[config.mk]
export PLATFORM = sky130hd
export DESIGN_NAME = vend_controller_n_flat
export DESIGN_NICKNAME = d
export VERILOG_FILES = /design/src/rtl/vend_pkg.sv /design/src/rtl/vend_controller_n_if.sv /design/src/rtl/vend_credit_acc.sv /design/src/rtl/vend_controller_n.sv /design/src/flat_wrapper.sv
export SDC_FILE = /design/constraint.sdc
export NUM_CORES = 1
export LEC_CHECK = 0
export CORE_ASPECT_RATIO = 0.9
export CORE_MARGIN = 2
export CORE_UTILIZATION = 63
export CTS_CLUSTER_SIZE = 8
export DETAILED_ROUTE_END_ITERATION = 7
export GPL_TIMING_DRIVEN = 0
export PLACE_DENSITY = 0.86
export SLEW_MARGIN = 30
export SYNTH_ARGS = -nofsm -noshare
export SYNTH_HDL_FRONTEND = slang
export SYNTH_HIERARCHICAL = 1
export SYNTH_SLANG_ARGS = --single-unit
[constraint.sdc]
create_clock -name clk -period 6.49 [get_ports clk]
set_input_delay 1.298 -clock clk [delete_from_list [all_inputs] [get_ports clk]]
set_output_delay 1.298 -clock clk [all_outputs]
set_load 0.01 [all_outputs]
[src/rtl/vend_pkg.sv]
// Shared types for the vending controller: FSM state encoding.
package vend_pkg;

   typedef enum logic [1:0] {
      ST_IDLE     = 2'd0,
      ST_COLLECT  = 2'd1,
      ST_DISPENSE = 2'd2,
      ST_CHANGE   = 2'd3
   } vend_state_t;

endpackage

[src/rtl/vend_controller_n_if.sv]
// User/config/dispenser/change-unit signals of the vending controller.
// The controller takes the slave view; the surrounding system takes the master view.
interface vend_controller_n_if #(
   parameter int NUM_ITEMS = 8,
   parameter int CREDIT_W  = 8
);
   localparam int IDX_W = $clog2(NUM_ITEMS);

   logic                cfg_mode;
   logic                cfg_wr;
   logic [IDX_W-1:0]    cfg_idx;
   logic [CREDIT_W-1:0] cfg_price;
   logic                sel_valid;
   logic [IDX_W-1:0]    sel_item;
   logic                coin_valid;
   logic [CREDIT_W-1:0] coin_value;
   logic                cancel;
   logic                dispense_ready;
   logic                change_ready;
   logic                dispense_enable;
   logic [IDX_W-1:0]    dispense_item;
   logic                change_valid;
   logic [CREDIT_W-1:0] change_value;
   logic                coin_reject;
   logic [CREDIT_W-1:0] credit;
   logic                busy;

   modport slave (
      input  cfg_mode, cfg_wr, cfg_idx, cfg_price, sel_valid, sel_item,
             coin_valid, coin_value, cancel, dispense_ready, change_ready,
      output dispense_enable, dispense_item, change_valid, change_value,
             coin_reject, credit, busy
   );

   modport master (
      output cfg_mode, cfg_wr, cfg_idx, cfg_price, sel_valid, sel_item,
             coin_valid, coin_value, cancel, dispense_ready, change_ready,
      input  dispense_enable, dispense_item, change_valid, change_value,
             coin_reject, credit, busy
   );

endinterface

[src/rtl/vend_credit_acc.sv]
// Credit register with saturating coin add, clear, price subtract and
// a combinational "credit after this coin >= price" compare.
module vend_credit_acc #(
   parameter int CREDIT_W = 8
) (
   input  logic                clk,
   input  logic                rstn,
   input  logic                clear,
   input  logic                add_en,
   input  logic [CREDIT_W-1:0] add_value,
   input  logic                sub_en,
   input  logic [CREDIT_W-1:0] price,
   output logic [CREDIT_W-1:0] credit,
   output logic [CREDIT_W-1:0] sum,
   output logic                sum_ge_price,
   output logic                saturated
);

   logic [CREDIT_W-1:0] credit_reg;
   logic [CREDIT_W:0]   raw_sum;

   // One extra bit catches the carry that signals saturation.
   assign raw_sum      = {1'b0, credit_reg} + {1'b0, (add_en ? add_value : {CREDIT_W{1'b0}})};
   assign saturated    = raw_sum[CREDIT_W];
   assign sum          = raw_sum[CREDIT_W] ? {CREDIT_W{1'b1}} : raw_sum[CREDIT_W-1:0];
   assign sum_ge_price = (sum >= price);
   assign credit       = credit_reg;

   always_ff @(posedge clk or negedge rstn) begin
      if (!rstn) begin
         credit_reg <= '0;
      end else if (clear) begin
         credit_reg <= '0;
      end else if (sub_en) begin
         credit_reg <= credit_reg - price;
      end else if (add_en) begin
         credit_reg <= sum;
      end
   end

endmodule

[src/rtl/vend_controller_n.sv]
// Vending controller: item select, coin collection, dispense and refund handshakes.
// Optional idle-payment auto-refund is compiled in with `define VEND_TIMEOUT_EN.
module vend_controller_n
   import vend_pkg::*;
#(
   parameter int NUM_ITEMS   = 8,
   parameter int CREDIT_W    = 8,
   parameter int TIMEOUT_CYC = 1000
) (
   input  logic                 clk,
   input  logic                 rstn,
   vend_controller_n_if.slave   bus
);

   localparam int IDX_W = $clog2(NUM_ITEMS);

   vend_state_t         state_reg, state_next;
   logic [IDX_W-1:0]    item_reg, item_next;
   logic [CREDIT_W-1:0] price_reg, price_next;
   logic [CREDIT_W-1:0] change_reg, change_next;
   logic                reject_next;
   logic                dispense_enable_reg, dispense_item_unused_bit;
   logic [IDX_W-1:0]    dispense_item_reg;
   logic                change_valid_reg;
   logic                coin_reject_reg;
   logic                busy_reg;

   logic [CREDIT_W-1:0] price_tab_reg [NUM_ITEMS];
   logic [NUM_ITEMS-1:0] price_we;
   logic                cfg_we;

   logic                acc_clear, acc_add, acc_sub;
   logic [CREDIT_W-1:0] credit, acc_sum;
   logic                acc_ge, acc_sat;
   logic                timeout;

   assign dispense_item_unused_bit = 1'b0;

   // Price writes are only honoured while idle in configuration mode.
   assign cfg_we = bus.cfg_mode && bus.cfg_wr && (state_reg == ST_IDLE);

   for (genvar gi = 0; gi < NUM_ITEMS; gi++) begin : g_price_we
      assign price_we[gi] = cfg_we && (bus.cfg_idx == IDX_W'(gi));
   end

   always_ff @(posedge clk or negedge rstn) begin
      if (!rstn) begin
         for (int i = 0; i < NUM_ITEMS; i++) price_tab_reg[i] <= '0;
      end else begin
         for (int i = 0; i < NUM_ITEMS; i++) begin
            if (price_we[i]) price_tab_reg[i] <= bus.cfg_price;
         end
      end
   end

   vend_credit_acc #(.CREDIT_W(CREDIT_W)) u_acc (
      .clk          (clk),
      .rstn         (rstn),
      .clear        (acc_clear),
      .add_en       (acc_add),
      .add_value    (bus.coin_value),
      .sub_en       (acc_sub),
      .price        (price_reg),
      .credit       (credit),
      .sum          (acc_sum),
      .sum_ge_price (acc_ge),
      .saturated    (acc_sat)
   );

`ifdef VEND_TIMEOUT_EN
   localparam int TMO_W = $clog2(TIMEOUT_CYC + 1);
   logic [TMO_W-1:0] tmo_cnt_reg;

   // Counter idles at zero outside COLLECT, so COLLECT entry always starts fresh.
   assign timeout = (state_reg == ST_COLLECT) && !bus.coin_valid &&
                    (tmo_cnt_reg == TMO_W'(TIMEOUT_CYC - 1));

   always_ff @(posedge clk or negedge rstn) begin
      if (!rstn) begin
         tmo_cnt_reg <= '0;
      end else if ((state_reg != ST_COLLECT) || bus.coin_valid || timeout) begin
         tmo_cnt_reg <= '0;
      end else begin
         tmo_cnt_reg <= tmo_cnt_reg + 1'b1;
      end
   end
`else
   localparam int timeout_cyc_unused = TIMEOUT_CYC;
   assign timeout = 1'b0;
`endif

   always_comb begin
      state_next  = state_reg;
      item_next   = item_reg;
      price_next  = price_reg;
      change_next = change_reg;
      reject_next = 1'b0;
      acc_clear   = 1'b0;
      acc_add     = 1'b0;
      acc_sub     = 1'b0;
      case (state_reg)
         ST_IDLE: begin
            reject_next = bus.coin_valid;
            if (bus.sel_valid && !bus.cfg_mode) begin
               state_next = ST_COLLECT;
               item_next  = bus.sel_item;
               price_next = price_tab_reg[bus.sel_item];
            end
         end
         ST_COLLECT: begin
            acc_add     = bus.coin_valid;
            reject_next = acc_sat;
            // Abort paths beat a same-cycle price match; refund includes this cycle's coin.
            if (bus.cancel || bus.cfg_mode || timeout) begin
               if (acc_sum == '0) begin
                  state_next = ST_IDLE;
                  acc_clear  = 1'b1;
               end else begin
                  state_next  = ST_CHANGE;
                  change_next = acc_sum;
               end
            end else if (acc_ge) begin
               state_next = ST_DISPENSE;
            end
         end
         ST_DISPENSE: begin
            reject_next = bus.coin_valid;
            if (bus.dispense_ready) begin
               if (credit > price_reg) begin
                  state_next  = ST_CHANGE;
                  change_next = credit - price_reg;
                  acc_sub     = 1'b1;
               end else begin
                  state_next = ST_IDLE;
                  acc_clear  = 1'b1;
               end
            end
         end
         ST_CHANGE: begin
            reject_next = bus.coin_valid;
            if (bus.change_ready) begin
               state_next  = ST_IDLE;
               change_next = '0;
               acc_clear   = 1'b1;
            end
         end
         default: begin
            state_next = ST_IDLE;
            acc_clear  = 1'b1;
         end
      endcase
   end

   always_ff @(posedge clk or negedge rstn) begin
      if (!rstn) begin
         state_reg           <= ST_IDLE;
         item_reg            <= '0;
         price_reg           <= '0;
         change_reg          <= '0;
         dispense_enable_reg <= 1'b0;
         dispense_item_reg   <= '0;
         change_valid_reg    <= 1'b0;
         coin_reject_reg     <= 1'b0;
         busy_reg            <= 1'b0;
      end else begin
         state_reg           <= state_next;
         item_reg            <= item_next;
         price_reg           <= price_next;
         change_reg          <= change_next;
         dispense_enable_reg <= (state_next == ST_DISPENSE);
         dispense_item_reg   <= (state_next == ST_DISPENSE) ? item_next : {IDX_W{dispense_item_unused_bit}};
         change_valid_reg    <= (state_next == ST_CHANGE);
         coin_reject_reg     <= reject_next;
         busy_reg            <= (state_next != ST_IDLE);
      end
   end

   assign bus.dispense_enable = dispense_enable_reg;
   assign bus.dispense_item   = dispense_item_reg;
   assign bus.change_valid    = change_valid_reg;
   assign bus.change_value    = change_reg;
   assign bus.coin_reject     = coin_reject_reg;
   assign bus.credit          = credit;
   assign bus.busy            = busy_reg;

endmodule

[src/flat_wrapper.sv]
// flat-port wrapper written by rule: the top's interface ports become plain ports
module vend_controller_n_flat import vend_pkg::*;
#(
   parameter int NUM_ITEMS   = 8,
   parameter int CREDIT_W    = 8,
   parameter int TIMEOUT_CYC = 1000
)
  (clk, rstn, bus_cfg_mode, bus_cfg_wr, bus_cfg_idx, bus_cfg_price, bus_sel_valid, bus_sel_item, bus_coin_valid, bus_coin_value, bus_cancel, bus_dispense_ready, bus_change_ready, bus_dispense_enable, bus_dispense_item, bus_change_valid, bus_change_value, bus_coin_reject, bus_credit, bus_busy);
  vend_controller_n_if #(.NUM_ITEMS(NUM_ITEMS), .CREDIT_W(CREDIT_W)) bus_i ();
  input  logic clk;
  input  logic rstn;
  input wire logic [$bits(bus_i.cfg_mode)-1:0] bus_cfg_mode;
  input wire logic [$bits(bus_i.cfg_wr)-1:0] bus_cfg_wr;
  input wire logic [$bits(bus_i.cfg_idx)-1:0] bus_cfg_idx;
  input wire logic [$bits(bus_i.cfg_price)-1:0] bus_cfg_price;
  input wire logic [$bits(bus_i.sel_valid)-1:0] bus_sel_valid;
  input wire logic [$bits(bus_i.sel_item)-1:0] bus_sel_item;
  input wire logic [$bits(bus_i.coin_valid)-1:0] bus_coin_valid;
  input wire logic [$bits(bus_i.coin_value)-1:0] bus_coin_value;
  input wire logic [$bits(bus_i.cancel)-1:0] bus_cancel;
  input wire logic [$bits(bus_i.dispense_ready)-1:0] bus_dispense_ready;
  input wire logic [$bits(bus_i.change_ready)-1:0] bus_change_ready;
  output wire logic [$bits(bus_i.dispense_enable)-1:0] bus_dispense_enable;
  output wire logic [$bits(bus_i.dispense_item)-1:0] bus_dispense_item;
  output wire logic [$bits(bus_i.change_valid)-1:0] bus_change_valid;
  output wire logic [$bits(bus_i.change_value)-1:0] bus_change_value;
  output wire logic [$bits(bus_i.coin_reject)-1:0] bus_coin_reject;
  output wire logic [$bits(bus_i.credit)-1:0] bus_credit;
  output wire logic [$bits(bus_i.busy)-1:0] bus_busy;
  assign bus_i.cfg_mode = bus_cfg_mode;
  assign bus_i.cfg_wr = bus_cfg_wr;
  assign bus_i.cfg_idx = bus_cfg_idx;
  assign bus_i.cfg_price = bus_cfg_price;
  assign bus_i.sel_valid = bus_sel_valid;
  assign bus_i.sel_item = bus_sel_item;
  assign bus_i.coin_valid = bus_coin_valid;
  assign bus_i.coin_value = bus_coin_value;
  assign bus_i.cancel = bus_cancel;
  assign bus_i.dispense_ready = bus_dispense_ready;
  assign bus_i.change_ready = bus_change_ready;
  assign bus_dispense_enable = bus_i.dispense_enable;
  assign bus_dispense_item = bus_i.dispense_item;
  assign bus_change_valid = bus_i.change_valid;
  assign bus_change_value = bus_i.change_value;
  assign bus_coin_reject = bus_i.coin_reject;
  assign bus_credit = bus_i.credit;
  assign bus_busy = bus_i.busy;
  vend_controller_n #(.NUM_ITEMS(NUM_ITEMS), .CREDIT_W(CREDIT_W), .TIMEOUT_CYC(TIMEOUT_CYC)) u_core (.clk(clk), .rstn(rstn), .bus(bus_i));
endmodule
### Word level (Yosys, flattened, before mapping)

Cells that the tools add are included.

* output and inout bits: 23
* word-level logic and storage cells: 99
* input bits: 31
* register bits: 100

* order comparisons: 3
* reduce and logical (&&, ||, !) cells: 22
* $add $sub $neg: 2
* mux-type cells: 36
* equality and inequality tests: 17
* bitwise gates (word level): 1

Operators with widths (number)
* $mux 8: 12
* $bmux 8 s3: 1
* $pmux 8 s3: 1
* $mux 2: 7
* $eq 3x3->1 const B: 4
* $logic_and 1x1->1: 11
* $add 8x8->9: 1
* $mux 1: 9
* $mux 3: 3
* $eq 2x2->1 const B: 4
* $ge 8x8->1: 1
* $gt 8x8->1: 1
* $logic_not 8->1: 1
* $pmux 2 s4: 1
* $sub 8x8->8: 1
* $eq 3x2->1 const B: 2
* $ne 2x2->1 const B: 3
* $reduce_and 6->1: 1
* $reduce_bool 3->1: 2
* $ge 4x4->1 const B: 1
* $ne 2x1->1 const B: 2
* $not 3->4: 1
* $eq 3x1->1 const B: 1
* $logic_not 3->1: 1
* other kinds (9): 9

### Longest topological paths before layout

* word-level depth: 11
* depth in mapped cells: 24
* depth with buffers taken out: 21

### Hierarchy

The synthesis kept the hierarchy.

Modules (own cells, without submodules)
* vend_controller_n: sequential area each 2302.2 µm², area an instance 4628.2 µm², instances 1, cells an instance 347
* vend_credit_acc: sequential area each 200.2 µm², area an instance 1310.0 µm², instances 1, cells an instance 155

### Least setup slack after synthesis

No wires, ideal clock.

* path kind: input to register
* start point: input port bus_coin_valid
* end point: register u_core.busy_reg, in the netlist u_core/bus.busy
* setup time: 0.131 ns
* buffers on the path: 2
* setup slack: 1.408 ns
* cell stages on the path: 19
* required time: 6.359 ns
* arrival: 4.951 ns
* cells stage by stage: and2_1 > clkbuf_1 > clkbuf_1 > and2_1 > ha_1 > fa_1 > a21oi_1 > o211ai_2 > a31oi_4 > or2b_1 > ha_1 > a21o_1 > a21oi_1 > nor2b_1 > o211ai_1 > a21oi_1 > o31ai_1 > o21ai_1 > or3_1

* word-level cells in the longest chain between the ends: 9
* elaborated cells between the ends (all ways): 11
* classes of those cells: 1 x add/sub; 1 x order compare; 7 x mux; 2 x reduce/logical

RTL lines
* from (decl): RTL line flat_wrapper.sv:18 `input wire logic [$bits(bus_i.coin_valid)-1:0] bus_coin_valid;`
* $mux 1: RTL line vend_controller_n.sv:101 `case (state_reg)`
* $mux 8: RTL line vend_credit_acc.sv:23 `assign raw_sum = {1'b0, credit_reg} + {1'b0, (add_en ? add_value : {CREDIT_W{1'b0}})};`
* $add 8x8->9: RTL line vend_credit_acc.sv:23
* $mux 8: RTL line vend_credit_acc.sv:25 `assign sum = raw_sum[CREDIT_W] ? {CREDIT_W{1'b1}} : raw_sum[CREDIT_W-1:0];`
* named net u_core.acc_sum[1]: RTL line vend_controller_n.sv:33 `logic [CREDIT_W-1:0] credit, acc_sum;`
* $ge 8x8->1: RTL line vend_credit_acc.sv:26 `assign sum_ge_price = (sum >= price);`
* named net u_core.acc_ge: RTL line vend_controller_n.sv:34 `logic acc_ge, acc_sat;`
* $mux 2: RTL line vend_controller_n.sv:122 `end else if (acc_ge) begin`
* $mux 2: RTL line vend_controller_n.sv:114 `if (bus.cancel || bus.cfg_mode || timeout) begin`
* $pmux 2 s4: RTL line vend_controller_n.sv:101
* $reduce_bool 2->1: RTL line vend_controller_n.sv:174 `busy_reg <= (state_next != ST_IDLE);`
* to (signal assigned): RTL line vend_controller_n.sv:174
* to (decl): RTL line vend_controller_n.sv:26 `logic busy_reg;`

The timed path passes the listed nets, and every way through them passes these cells.
A chain may end at the register's enable or synchronous reset.

### Worst setup path in the final report

* start point: input port bus_coin_valid
* end point: register u_core.u_acc.credit_reg[7], in the netlist u_core/u_acc/credit[7]

* word-level cells in the longest chain between the ends: 9
* elaborated cells between the ends (all ways): 12
* classes of those cells: 1 x add/sub; 9 x mux; 2 x reduce/logical

RTL lines
* $mux 1 *: RTL line vend_controller_n.sv:101
* named net u_core.acc_add: RTL line vend_controller_n.sv:32 `logic acc_clear, acc_add, acc_sub;`
* $mux 8 *: RTL line vend_credit_acc.sv:23
* $add 8x8->9 *: RTL line vend_credit_acc.sv:23
* $mux 8 *: RTL line vend_credit_acc.sv:25
* named net u_core.acc_sum[1]: RTL line vend_controller_n.sv:33
* $logic_not 8->1 *: RTL line vend_controller_n.sv:115 `if (acc_sum == '0) begin`
* $mux 1 *: RTL line vend_controller_n.sv:115
* $mux 1 *: RTL line vend_controller_n.sv:114
* $pmux 1 s3 *: RTL line vend_controller_n.sv:101
* named net u_core.acc_clear: RTL line vend_controller_n.sv:32
* $reduce_bool 3->1 (no line) / $mux 8 (equally long branches)
* to (signal assigned): RTL line vend_credit_acc.sv:35 `credit_reg <= credit_reg - price;`
* to (signal assigned): RTL line vend_credit_acc.sv:37 `credit_reg <= sum;`
* to (decl): RTL line vend_credit_acc.sv:19 `logic [CREDIT_W-1:0] credit_reg;`

The timed path passes the listed nets; every way through them passes the cells marked *. The select of a mux whose other input is x is not followed.

==> out/results.ini <==
[run_status]
status=finished clean

[yosys]
synth-compound-area-share=0.115
yosysSeqAreaShare=0.421
synth_top_family_by_area=multiplexers
synthAdderAreaFrac=0.0754
syn_area_mm2=0.00594
synth-simple-area-share=0.111
synth.avg_cell_area_um2=11.8
synth_xor_area_frac=0.0147
synthArstFlopShare=1.00
synth_edf_count=0
muxShareOfSynthArea=0.233
netlist_instances=502
yosysUniqueCellTypes=74
yosysTopAreaCell=dfrtp_1
yosysWarnings=6
ys_seq_elements=100
synth_top_cell_area_share=0.421
syn-num-nets=567
synth-main-ff-cell=dfrtp_1
ys_top_cells_by_area=dfrtp_1, mux2_1, ha_1, mux4_2, mux2i_1

[global_routing]
grt_antenna_before_repair=0
grt_pass1_vias=4312
grt_max_degree=77
grt.total_usage=0.279
gr-total-overflow=0
grt_pass1_wl_um=21800

[timing]
tightest_slew_ps=730
maxSlewViolCount=0
hold_viol_final=0
fmax_ghz=0.171
max_slew_margin=0.514
timing.setup.tns_ps=0
period_share=0.900
period_needed_ps=5840
grt_setup_unrepaired=false
finClkSkew_ps=10.7
setup_violations=0

[floorplanning]
num_rows=33
die_h_um=96.1
fp.dieW_um=106
ios=54
initial_utilization=0.651
die-area_mm2=0.0102
core_mm2=0.00913

[clocking]
clock_latency_ps=370
cts_buffer_depth=2
root_buffer=clkbuf_8
holdBufCountCts=0
numClockSinks=100
ctsResizeCount=0
postCtsSetupBuffers=0
cts_tree=done
h-tree-depth=3
path_clk_slew_ps=100
cts_inserted_buffers=9

[drt]
num_vias=4221
routed_wl_um=12900
first_pass_iters=5
drt_iter0_drc=206
viasPerCell=6.13
wl_per_cell_um=18.8
drc=0
postRouteAntennaNets=0

[power_and_ir_drop]
powerDensity_mw_per_mm2=459
switching_power_uw=1260
p_int_uw=1870
p_sw_frac=0.403
ir_worst_vdd_mv=0.252
clkPwrFrac=0.129
comb_power_share=0.522
p_seq_frac=0.349
p_total_uw=3130
leakage_uw=0.00323

[placement]
gp_congestion=0.906
dp.final_hpwl_um=9710
dp.cells=673
numPortBuffers=48

[critical_path]
worstPathCellList=clkdlybuf4s50_1 -> and2_1 -> clkbuf_1 -> clkbuf_1 -> and2_1 -> ha_1 -> fa_1 -> a21oi_1 -> o211ai_2 -> a31oi_4 -> or2b_1 -> or4_1 -> nor3_2 -> a21oi_1 -> a31oi_1 -> nand2b_1 -> o22ai_1
crit_path_end_kind=flop
cp_slowest_cell=or4_1
arrival_ps=6090
cp_max_fo=10
cp-start-kind=input port
worst-setup-path-type=in2reg
slowest_delay_ps=590
cp.required_ps=6740
critical_path.n_buffers_inverters=3
cp_top_family=simple AND/OR/NAND/NOR gates

[layout]
antenna_cells=0
fin_cells=689
fillerInstances=597
final_nets=627
syn_to_final_growth_pct=14.6
largest_reg_flops=64
drive_above_1_share=0.145
layout_common_cells=dfrtp_1, mux2_1, clkdlybuf4s50_1
seqCellArea_mm2=0.00250
final_common_cell=dfrtp_1
fin_util=0.746
multi_input_area_mm2=0.00326

[run]
maxCapViolations=0

[worst_hold_path]
hp-class=reg2reg

worst paths after layout:
| check | start | to | slack [ps] | cells after the start |
|---|---|---|---|---|
| worst min-delay path | u_core/price_tab_reg[47] | u_core/price_tab_reg[47] | 490 | 1 |
| worst min register to register | u_core/price_tab_reg[47] | u_core/price_tab_reg[47] | 490 | 1 |
| worst max register to register | u_core/state_reg[1] | u_core/u_acc/credit[7] | 1170 | 17 |
| max in group asynchronous | rstn | u_core/price_tab_reg[63] | 5090 | 2 |
| worst max-delay path | bus_coin_valid | u_core/u_acc/credit[7] | 650 | 17 |
| min in group asynchronous | rstn | u_core/u_acc/credit[2] | 770 | 1 |
cells in the mapped netlist, drive strengths merged (7+ instances only):
master  instances
nand3           7
mux2           73
mux4           16
xor2            7
buf            10
nor2b          10
ha             31
nand2          16
a21o            9
o21ai          12
dfrtp         100
inv            30
mux2i          18
and2           12
a21oi          27
nor2           34
worst reg2reg max path: cells and delay by family, from the launching register on:
family | cells | cell delay (ps)
compound gates | 6 | 1410
fa+ha+maj | 1 | 310
simple gates | 7 | 2270
flops | 1 | 380
buf+inv | 3 | 840
power groups by stage:
stage	Combinational [µW]	Clock (µW)	Sequential (µW)
global placement	1540	0	1080
finish	1630	402	1090
global route	1810	438	1130
detailed placement	1610	0	1100
CTS	1620	414	1090
floorplan	1180	0	1060
final cells by class:
type | count | area share
buffer | 15 | 0.00938
clock buffer | 10 | 0.0202
clock inverter | 6 | 0.00993
inverter | 30 | 0.0169
multi-input combinational | 357 | 0.479
sequential | 100 | 0.368
tap | 122 | 0.0224
timing repair buffer | 49 | 0.0748
cells by family after synthesis:
logic type | after synthesis
AO/OA/AOI/OAI | 93
XOR/XNOR | 10
adder cells (fa/ha/maj) | 34
buffers and inverters | 45
flip-flops | 100
multiplexers | 107
AND/OR/NAND/NOR | 113
per-stage QoR:
stage / hold slack (ps) / setup slack (ps) / area [µm²]
after floorplan: 452 / 1410 / 5940
after global placement: 461 / 414 / 6570
after detailed placement: 471 / 278 / 6600
after CTS: 497 / 677 / 6810
after global routing: 508 / 308 / 6810
final: 494 / 647 / 6810
routing by layer:
metal | global-route usage | wire length [µm] | vias up
met5 | 0 | 0 | -
met4 | 0.104 | 226 | 0
met3 | 0.0427 | 615 | 19
met2 | 0.489 | 6640 | 120
met1 | 0.356 | 5450 | 2119
li1 | - | - | 1963
Power figures use the tool's default switching activity.
